--- src/rtl/gen_sum_caller.sv ---
// Caller side of the generator handshake: launches a child generator with the
// upstream arguments, sums every yielded c_0, counts yields, returns (sum, count).
module gen_sum_caller #(
  parameter int WIDTH       = 32,
  parameter int STALL_EVERY = 0
) (
  input  logic             _clock,
  input  logic             _reset,
  input  logic             _start,
  input  logic             _ready,
  input  logic [WIDTH-1:0] base,
  input  logic [WIDTH-1:0] limit,
  input  logic [WIDTH-1:0] step,
  output logic             _done,
  output logic             _valid,
  output logic [WIDTH-1:0] _0,
  output logic [WIDTH-1:0] _1,
  output logic             c_start,
  output logic             c_ready,
  output logic [WIDTH-1:0] c_base,
  output logic [WIDTH-1:0] c_limit,
  output logic [WIDTH-1:0] c_step,
  input  logic             c_done,
  input  logic             c_valid,
  input  logic [WIDTH-1:0] c_0,
  input  logic [WIDTH-1:0] c_1
);

  typedef enum logic [1:0] {
    ST_IDLE    = 2'd0,
    ST_LAUNCH  = 2'd1,
    ST_COLLECT = 2'd2,
    ST_RESULT  = 2'd3
  } state_t;

  localparam logic             STALL_EN   = 1'(STALL_EVERY > 0);
  localparam logic [WIDTH-1:0] STALL_LAST = (STALL_EVERY > 0) ? WIDTH'(STALL_EVERY - 1)
                                                               : {WIDTH{1'b0}};
  localparam logic [WIDTH-1:0] ONE        = {{(WIDTH-1){1'b0}}, 1'b1};

  state_t           r_state;
  state_t           w_next_state;
  logic             r_c_start;
  logic             r_c_ready;
  logic             r_result;
  logic [WIDTH-1:0] r_c_base;
  logic [WIDTH-1:0] r_c_limit;
  logic [WIDTH-1:0] r_c_step;
  logic [WIDTH-1:0] r_sum;
  logic [WIDTH-1:0] r_count;
  logic [WIDTH-1:0] r_stall_cnt;
  logic [WIDTH-1:0] r_res0;
  logic [WIDTH-1:0] r_res1;

  logic             w_accept;
  logic             w_complete;
  logic             w_stall_hit;
  logic             w_c_ready_next;
  logic             w_launch;
  logic [WIDTH-1:0] w_sum_next;
  logic [WIDTH-1:0] w_count_next;
  logic             w_unused_c1;

  // c_1 only matters to the child; the yield count comes from the handshake.
  assign w_unused_c1 = ^c_1;

  assign w_sum_next   = r_sum + c_0;
  assign w_count_next = r_count + ONE;

  // Next-state, handshake qualification and stall decision.
  always_comb begin
    w_next_state   = r_state;
    w_accept       = 1'b0;
    w_complete     = 1'b0;
    w_launch       = 1'b0;
    w_stall_hit    = 1'b0;
    w_c_ready_next = 1'b0;
    case (r_state)
      ST_IDLE: begin
        if (_start) begin
          w_launch     = 1'b1;
          w_next_state = ST_LAUNCH;
        end else begin
          w_next_state = ST_IDLE;
        end
      end
      ST_LAUNCH: begin
        w_accept     = c_valid && r_c_ready;
        w_next_state = ST_COLLECT;
      end
      ST_COLLECT: begin
        w_accept   = c_valid && r_c_ready;
        w_complete = c_done && r_c_ready;
        if (w_complete) begin
          w_next_state = ST_RESULT;
        end else begin
          w_next_state = ST_COLLECT;
        end
      end
      ST_RESULT: begin
        if (_ready) begin
          w_next_state = ST_IDLE;
        end else begin
          w_next_state = ST_RESULT;
        end
      end
      default: begin
        w_next_state = ST_IDLE;
      end
    endcase
    w_stall_hit = STALL_EN && w_accept && (r_stall_cnt == STALL_LAST);
    // A stall only ever costs one cycle of c_ready while still collecting.
    if (w_next_state == ST_LAUNCH) begin
      w_c_ready_next = 1'b1;
    end else if (w_next_state == ST_COLLECT) begin
      w_c_ready_next = !w_stall_hit;
    end else begin
      w_c_ready_next = 1'b0;
    end
  end

  // State, accumulators and registered outputs.
  always_ff @(posedge _clock) begin
    if (_reset) begin
      r_state     <= ST_IDLE;
      r_c_start   <= 1'b0;
      r_c_ready   <= 1'b0;
      r_result    <= 1'b0;
      r_c_base    <= {WIDTH{1'b0}};
      r_c_limit   <= {WIDTH{1'b0}};
      r_c_step    <= {WIDTH{1'b0}};
      r_sum       <= {WIDTH{1'b0}};
      r_count     <= {WIDTH{1'b0}};
      r_stall_cnt <= {WIDTH{1'b0}};
      r_res0      <= {WIDTH{1'b0}};
      r_res1      <= {WIDTH{1'b0}};
    end else begin
      r_state   <= w_next_state;
      r_c_start <= (w_next_state == ST_LAUNCH);
      r_c_ready <= w_c_ready_next;
      r_result  <= (w_next_state == ST_RESULT);
      if (w_launch) begin
        r_c_base    <= base;
        r_c_limit   <= limit;
        r_c_step    <= step;
        r_sum       <= {WIDTH{1'b0}};
        r_count     <= {WIDTH{1'b0}};
        r_stall_cnt <= {WIDTH{1'b0}};
      end else if (w_accept) begin
        r_sum   <= w_sum_next;
        r_count <= w_count_next;
        if (w_stall_hit) begin
          r_stall_cnt <= {WIDTH{1'b0}};
        end else begin
          r_stall_cnt <= r_stall_cnt + ONE;
        end
      end else begin
        r_sum       <= r_sum;
        r_count     <= r_count;
        r_stall_cnt <= r_stall_cnt;
      end
      // A yield riding on the completion edge is folded into the result.
      if (w_complete) begin
        r_res0 <= w_accept ? w_sum_next : r_sum;
        r_res1 <= w_accept ? w_count_next : r_count;
      end else begin
        r_res0 <= r_res0;
        r_res1 <= r_res1;
      end
    end
  end

  assign _done   = r_result;
  assign _valid  = r_result;
  assign _0      = r_res0;
  assign _1      = r_res1;
  assign c_start = r_c_start;
  assign c_ready = r_c_ready;
  assign c_base  = r_c_base;
  assign c_limit = r_c_limit;
  assign c_step  = r_c_step;

endmodule

--- config.mk ---
export PLATFORM = sky130hd
export DESIGN_NAME = gen_sum_caller
export DESIGN_NICKNAME = d
export VERILOG_FILES = /design/src/rtl/gen_sum_caller.sv
export SDC_FILE = /design/constraint.sdc
export NUM_CORES = 1
export LEC_CHECK = 0
export CORE_UTILIZATION = 46
export DETAILED_ROUTE_END_ITERATION = 10
export PLACE_DENSITY = 0.8
export SLEW_MARGIN = 20
export SYNTH_ARGS = -nofsm -noshare
export SYNTH_HDL_FRONTEND = slang
export SYNTH_SLANG_ARGS = --single-unit
--- constraint.sdc ---
create_clock -name _clock -period 3.3 [get_ports _clock]
set_input_delay 0.33 -clock _clock [delete_from_list [all_inputs] [get_ports _clock]]
set_output_delay 0.33 -clock _clock [all_outputs]
set_load 0.05 [all_outputs]
==> impl_metrics.yaml, run 1 <==
clock_network:
  cts_buffers: 26
  cts.sinks: 229
  clockBufferDepth: 3
  cts_setup_buffers: 0
  root_buffer: "clkbuf_16"
  ctsResizeCount: 0
  clk-insertion-delay-late_ns: 0.53
  h-tree-depth: 1
  cts-hold-fix-buffers: 0
  cts_tree: "done"
  clk_pin_slew_ns: 0.06
worst_setup_path:
  crit_arrival_ns: 3.25
  crit_start: "r_sum[0]$_SDFF_PP0_"
  slowest_stage: "fa_1"
  crit_path_end_kind: "register"
  worstReg2RegStart: "r_sum[0]$_SDFF_PP0_"
  crit_type: "reg2reg"
  cpPeakStageDelay_ns: 0.40
  cp.required_ns: 3.72
  crit_family: "compound AO/OA/AOI/OAI gates"
  cp_max_fo: 4
  cp-start-kind: "register"
  worst-path-buf-inv: 0
  path_cells: "ha_1 -> fa_1 -> a21oi_1 -> o21ai_1 -> nand4_1 -> nand3_2 -> a41o_1 -> a31o_1 -> a22oi_2 -> nor4_1 -> a311o_1"
placed_design:
  place_area_mm2: 0.0130
  dp_slack_ns: 0.0236
  dp_hpwl_um: 18500
  gp_congestion: 0.832
  portBuffers: 297
synth:
  ys_ff_latch: 229
  async_flop_share: 0
  synth_area_mm2: 0.00990
  synth-seq-area-share: 0.463
  ys_types: 68
  synthCells: 1183
  ys.flop_type: "dfxtp_1"
  avgSynthCellArea_um2: 8.37
  syn_nets: 1388
  synth_warnings: 0
  synth_edf_count: 0
min_path:
  hold_start: "_reset"
  min_path_type: "in2reg"
floorplanning:
  start_util: 0.470
  die_area_mm2: 0.0221
  rows: 53
  ioPinCount: 330
  coreArea_mm2: 0.0211
  fp.dieW_um: 149
  die_h_um: 149
sta:
  fin_crit_ns: 2.82
  layout_setup_ws_ns: 0.478
  fin_setup_tns_ns: 0
  skew_ns: 0.0225
  period_share: 0.855
  setup_violations: 0
  worst-slew-pin-transition_ns: 0.990
  drv_slew: 0
  slew_headroom: 0.340
  timing.hold.ws_ns: 0.210
  grt_setup_unrepaired: "no"
  max_freq_ghz: 0.354
  hold_violations: 0
finish:
  drive_above_1_share: 0.0575
  seq_area_mm2: 0.00458
  nets: 1650
  diodes: 0
  final_area_mm2: 0.0138
  fin_util: 0.656
  syn_to_final_growth_pct: 39.7
  fillers: 1751
  multiInputGateArea_mm2: 0.00493
drt:
  drt_iter0_drc: 359
  ant_nets: 0
  drc: 0
  drt-total-wl_um: 26600
  post_drt_wl_per_cell_um: 15.3
  viasPerCell: 5.15
  dr.pass1.iters: 4
  vias: 8942
global_route:
  grt_pass1_wl_um: 41500
  grt_pass1_vias: 8207
  antenna_found_initial: 1
  overflow: 0
  grt_usage: 0.231
  grt_max_degree: 142
outcome:
  outcome: "finished clean"
flow_run:
  maxCapViolations: 0
power_and_ir_drop:
  p_per_area_mw_per_mm2: 500
  p_leak_uw: 0.00511
  ir_worst_vdd_uv: 447
worst paths after layout:
check	endpoint	slack [ns]	cells after the start
max	r_sum[28]$_SDFF_PP0_	0.48	11
min	_0[29]$_SDFFE_PP0P_	0.21	2
max reg2reg	r_sum[28]$_SDFF_PP0_	0.48	11
min reg2reg	c_base[4]$_SDFFE_PP0P_	0.45	2
metrics by stage:
| stage | std cells | power (uW) |
|---|---|---|
| 2_1_floorplan | 1183 | 3700 |
| 5_1_grt | 1735 | 7180 |
| 6_report | 1735 | 6910 |
| 3_5_place_dp | 1692 | 4150 |
| 4_1_cts | 1735 | 6990 |
| 3_3_place_gp | 1692 | 4130 |
flip-flops by register name, summed over array words and instances, names as in the netlist:
name	cells
_0	32
_1	32
_done	1
c_base	32
c_limit	32
c_ready	1
c_start	1
c_step	32
r_count	32
r_state	2
r_sum	32
cells in the mapped netlist, types with 3 or more instances:
master | count | area (um2)
a211oi_1 | 58 | 435
a211oi_2 | 5 | 62.6
a21o_1 | 9 | 67.6
a21oi_1 | 140 | 701
a21oi_2 | 4 | 35.0
and2_1 | 5 | 31.3
and3_1 | 12 | 75.1
buf_1 | 3 | 11.3
buf_2 | 3 | 15.0
clkbuf_1 | 60 | 225
clkbuf_8 | 4 | 55.1
dfxtp_1 | 229 | 4580
ha_1 | 38 | 475
inv_1 | 11 | 41.3
mux2i_1 | 13 | 130
nand2_1 | 235 | 882
nand3_1 | 27 | 135
nand3_2 | 3 | 30.0
nand4_1 | 10 | 62.6
nor2_1 | 166 | 623
nor2b_1 | 8 | 50.1
nor3_1 | 6 | 30.0
o21ai_0 | 13 | 65.1
o21bai_1 | 6 | 45.0
or3_1 | 5 | 31.3
xnor2_1 | 19 | 166
xor2_1 | 37 | 324
report_power, final:
part | leakage [uW] | internal, uW | total, uW | switching, uW
logic | 0.00284 | 436 | 1160 | 726
registers | 0.00186 | 2870 | 2930 | 56.0
clock network | 0.000409 | 1720 | 2820 | 1100
total | 0.00511 | 5030 | 6910 | 1880
cell usage in the layout (no fill, tap or decap), types with 19 or more instances in the layout:
cell type | synthesis | final
dfxtp_1 | 229 | 229
clkdlybuf4s50_1 | 0 | 296
nor2_1 | 166 | 166
a21oi_1 | 140 | 140
a211oi_1 | 58 | 58
ha_1 | 38 | 38
clkbuf_16 | 0 | 27
nand3_1 | 27 | 27
xor2_1 | 37 | 37
xnor2_1 | 19 | 19
nand2_1 | 235 | 234
logic make-up after synthesis:
family,synth area share
fa+ha+maj,0.0500
simple gates,0.209
buf+inv,0.0398
mux,0.0131
flops,0.463
compound gates,0.176
xor+xnor,0.0495
cell type report:
class                           count  share of cell area
Multi-Input combinational cell    867               0.357
Clock inverter                      6             0.00597
Clock buffer                       37              0.0545
Sequential cell                   229               0.331
Timing Repair Buffer              309               0.223
Tap cell                          275              0.0249
Inverter                           12             0.00326
metal layers:
metal	track usage	share of wire	vias up
met5	0	0.00049	-
li1	-	-	4539
met3	0.0423	0.053	75
met4	0.108	0.045	2
met2	0.385	0.48	251
met1	0.288	0.42	4075
(Power assumes the default switching activity.)
==> run 2: changes to the inputs <==
--- a/config.mk
+++ b/config.mk
@@ -8,7 +8,7 @@
 export CORE_UTILIZATION = 46
 export DETAILED_ROUTE_END_ITERATION = 10
 export PLACE_DENSITY = 0.8
-export SLEW_MARGIN = 20
+export REMOVE_ABC_BUFFERS = 1
 export SYNTH_ARGS = -nofsm -noshare
 export SYNTH_HDL_FRONTEND = slang
 export SYNTH_SLANG_ARGS = --single-unit
==> run 2 against run 1 <==
Clock skew down 0.0091 ns. Critical path depth is the same. Sequential share of layout area fell by 0.28 points. Power increased by 4.4%. Setup slack lost 0.11 ns. Combinational power barely moved. Cell area up 0.86%. Clock power grew 11%. Largest power group is now clock. Register-to-register slack worse by 0.11 ns. Global-route usage grew 1.3 points. Via count grew 0.95%. First-iteration DRC count is 8.6% higher.
==> impl_metrics.yaml, run 2 (synthesis gave the netlist of run 1 again) <==
placed_design:
  gp_congestion: 0.892
  dp_hpwl_um: 19300
  portBuffers: 297
power_and_ir_drop:
  p_switching_uw: 1950
  comb_power_share: 0.162
  p_leak_uw: 0.00516
  ir_worst_vdd_uv: 383
  clkPwrFrac: 0.432
  switching_share: 0.271
  p_int_uw: 5260
  p_per_area_mw_per_mm2: 517
  p_seq_frac: 0.406
clock_network:
  clockBufferDepth: 3
  cts_setup_buffers: 0
  clk-insertion-delay-late_ns: 0.53
  cts_buffers: 26
  root_buffer: "clkbuf_16"
  clk_pin_slew_ns: 0.06
  cts.sinks: 229
  cts_tree: "done"
  cts-hold-fix-buffers: 0
  h-tree-depth: 1
  ctsResizeCount: 0
sta:
  timing.hold.ws_ns: 0.207
  hold_violations: 0
  setup_violations: 0
  period_share: 0.888
  skew_ns: 0.0134
  worst-slew-pin-transition_ns: 0.783
  slew_headroom: 0.478
  max_freq_ghz: 0.341
  grt_setup_unrepaired: "no"
  fin_crit_ns: 2.93
  drv_slew: 0
global_route:
  grt_max_degree: 109
  antenna_found_initial: 3
  overflow: 0
  grt_pass1_vias: 8553
  grt_usage: 0.244
  grt_pass1_wl_um: 43500
drt:
  viasPerCell: 5.19
  drc: 0
  drt_iter0_drc: 390
  ant_nets: 0
  dr.pass1.iters: 5
  vias: 9027
  drt-total-wl_um: 27800
  post_drt_wl_per_cell_um: 16.0
worst_setup_path:
  crit_family: "compound AO/OA/AOI/OAI gates"
  slowest_stage: "fa_1"
  r2r_slack_ns: 0.37
  worstReg2RegStart: "r_sum[0]$_SDFF_PP0_"
  cp.required_ns: 3.72
  cp-start-kind: "register"
  cpPeakStageDelay_ns: 0.41
  path_cells: "ha_1 -> fa_1 -> a21oi_1 -> o21ai_1 -> nand4_1 -> nand3_2 -> a41o_1 -> a31o_1 -> a22oi_2 -> nor4_1 -> a311o_1"
  crit_start: "r_sum[0]$_SDFF_PP0_"
  crit_type: "reg2reg"
  crit_path_end_kind: "register"
  crit_arrival_ns: 3.35
  cp_max_fo: 4
  worst-path-buf-inv: 0
finish:
  layout_commonest_cell: "clkdlybuf4s50_1"
  fin_util: 0.661
  fillers: 1736
  nets: 1648
  syn_to_final_growth_pct: 40.9
  layout_common_cells: "296 x clkdlybuf4s50_1, 234 x nand2_1, 229 x dfxtp_1"
  drive_above_1_share: 0.0602
min_path:
  hold_start: "_reset"
  min_path_type: "in2reg"
floorplanning:
  fp.dieW_um: 149
  die_area_mm2: 0.0221
  die_h_um: 149
  ioPinCount: 330
  coreArea_mm2: 0.0211
  start_util: 0.470
  rows: 53
flow_run:
  maxCapViolations: 0
outcome:
  outcome: "finished clean"
## run 2: cell types whose count changed in the layout (fill, tap and decap cells not counted), moves of 3 or more
cell and change:
bufinv_16 +3, diode_2 +4, buf_4 -4, clkbuf_1 -3
## run 2: power by group through the flow
stage / Combinational (uW) / Clock, uW / Sequential (uW)
after floorplan: 326 / 0 / 3330
after global placement: 1160 / 0 / 2980
after detailed placement: 1170 / 0 / 2990
after CTS: 1180 / 3170 / 2930
after global routing: 1250 / 3280 / 2940
final: 1170 / 3120 / 2930
## run 2: routing by layer
layer  global-route usage  share of wire  up-vias
met4               0.0887          0.029        0
met1                0.291           0.41     4188
met5                    0              0        -
li1                     -              -     4535
met2                0.427           0.49      248
met3               0.0534          0.070       56
## run 2: final timing paths
kind              depth (start not counted)                        to
setup / recovery                         11      r_sum[28]$_SDFF_PP0_
hold / removal                            2        c_ready$_SDFF_PP0_
setup reg to reg                         11      r_sum[28]$_SDFF_PP0_
hold reg to reg                           2  c_limit[23]$_SDFFE_PP0P_
## run 2: cell type report
type | count | area (um2) | area share
diodes | 4 | 10.0 | 0.000718
clock buffers | 34 | 731 | 0.0524
clock inverters | 12 | 206 | 0.0148
inverters | 12 | 45.0 | 0.00323
multi-input cells | 867 | 4940 | 0.354
flip-flops and latches | 229 | 4580 | 0.329
well taps | 275 | 344 | 0.0247
repair buffers | 307 | 3090 | 0.221
## run 2: stage by stage
stage | total power, uW | std cells | area [um2] | setup slack, ns | setup TNS [ns]
2_1_floorplan | 3650 | 1108 | 9550 | -0.905 | -40.66
3_3_place_gp | 4140 | 1690 | 13000 | 0.0439 | 0
3_5_place_dp | 4150 | 1690 | 13000 | -0.0273 | -0.0273
4_1_cts | 7270 | 1736 | 13900 | 0.379 | 0
5_1_grt | 7470 | 1739 | 13900 | 0.180 | 0
6_report | 7220 | 1740 | 13900 | 0.369 | 0
==> run 3: changes to the inputs <==
--- a/config.mk
+++ b/config.mk
@@ -9,6 +9,7 @@
 export DETAILED_ROUTE_END_ITERATION = 10
 export PLACE_DENSITY = 0.8
 export REMOVE_ABC_BUFFERS = 1
+export SLEW_MARGIN = 20
 export SYNTH_ARGS = -nofsm -noshare
 export SYNTH_HDL_FRONTEND = slang
 export SYNTH_SLANG_ARGS = --single-unit
==> results of run 3 <==
The final DEF is identical to that of run 2; final timing and power are the same.
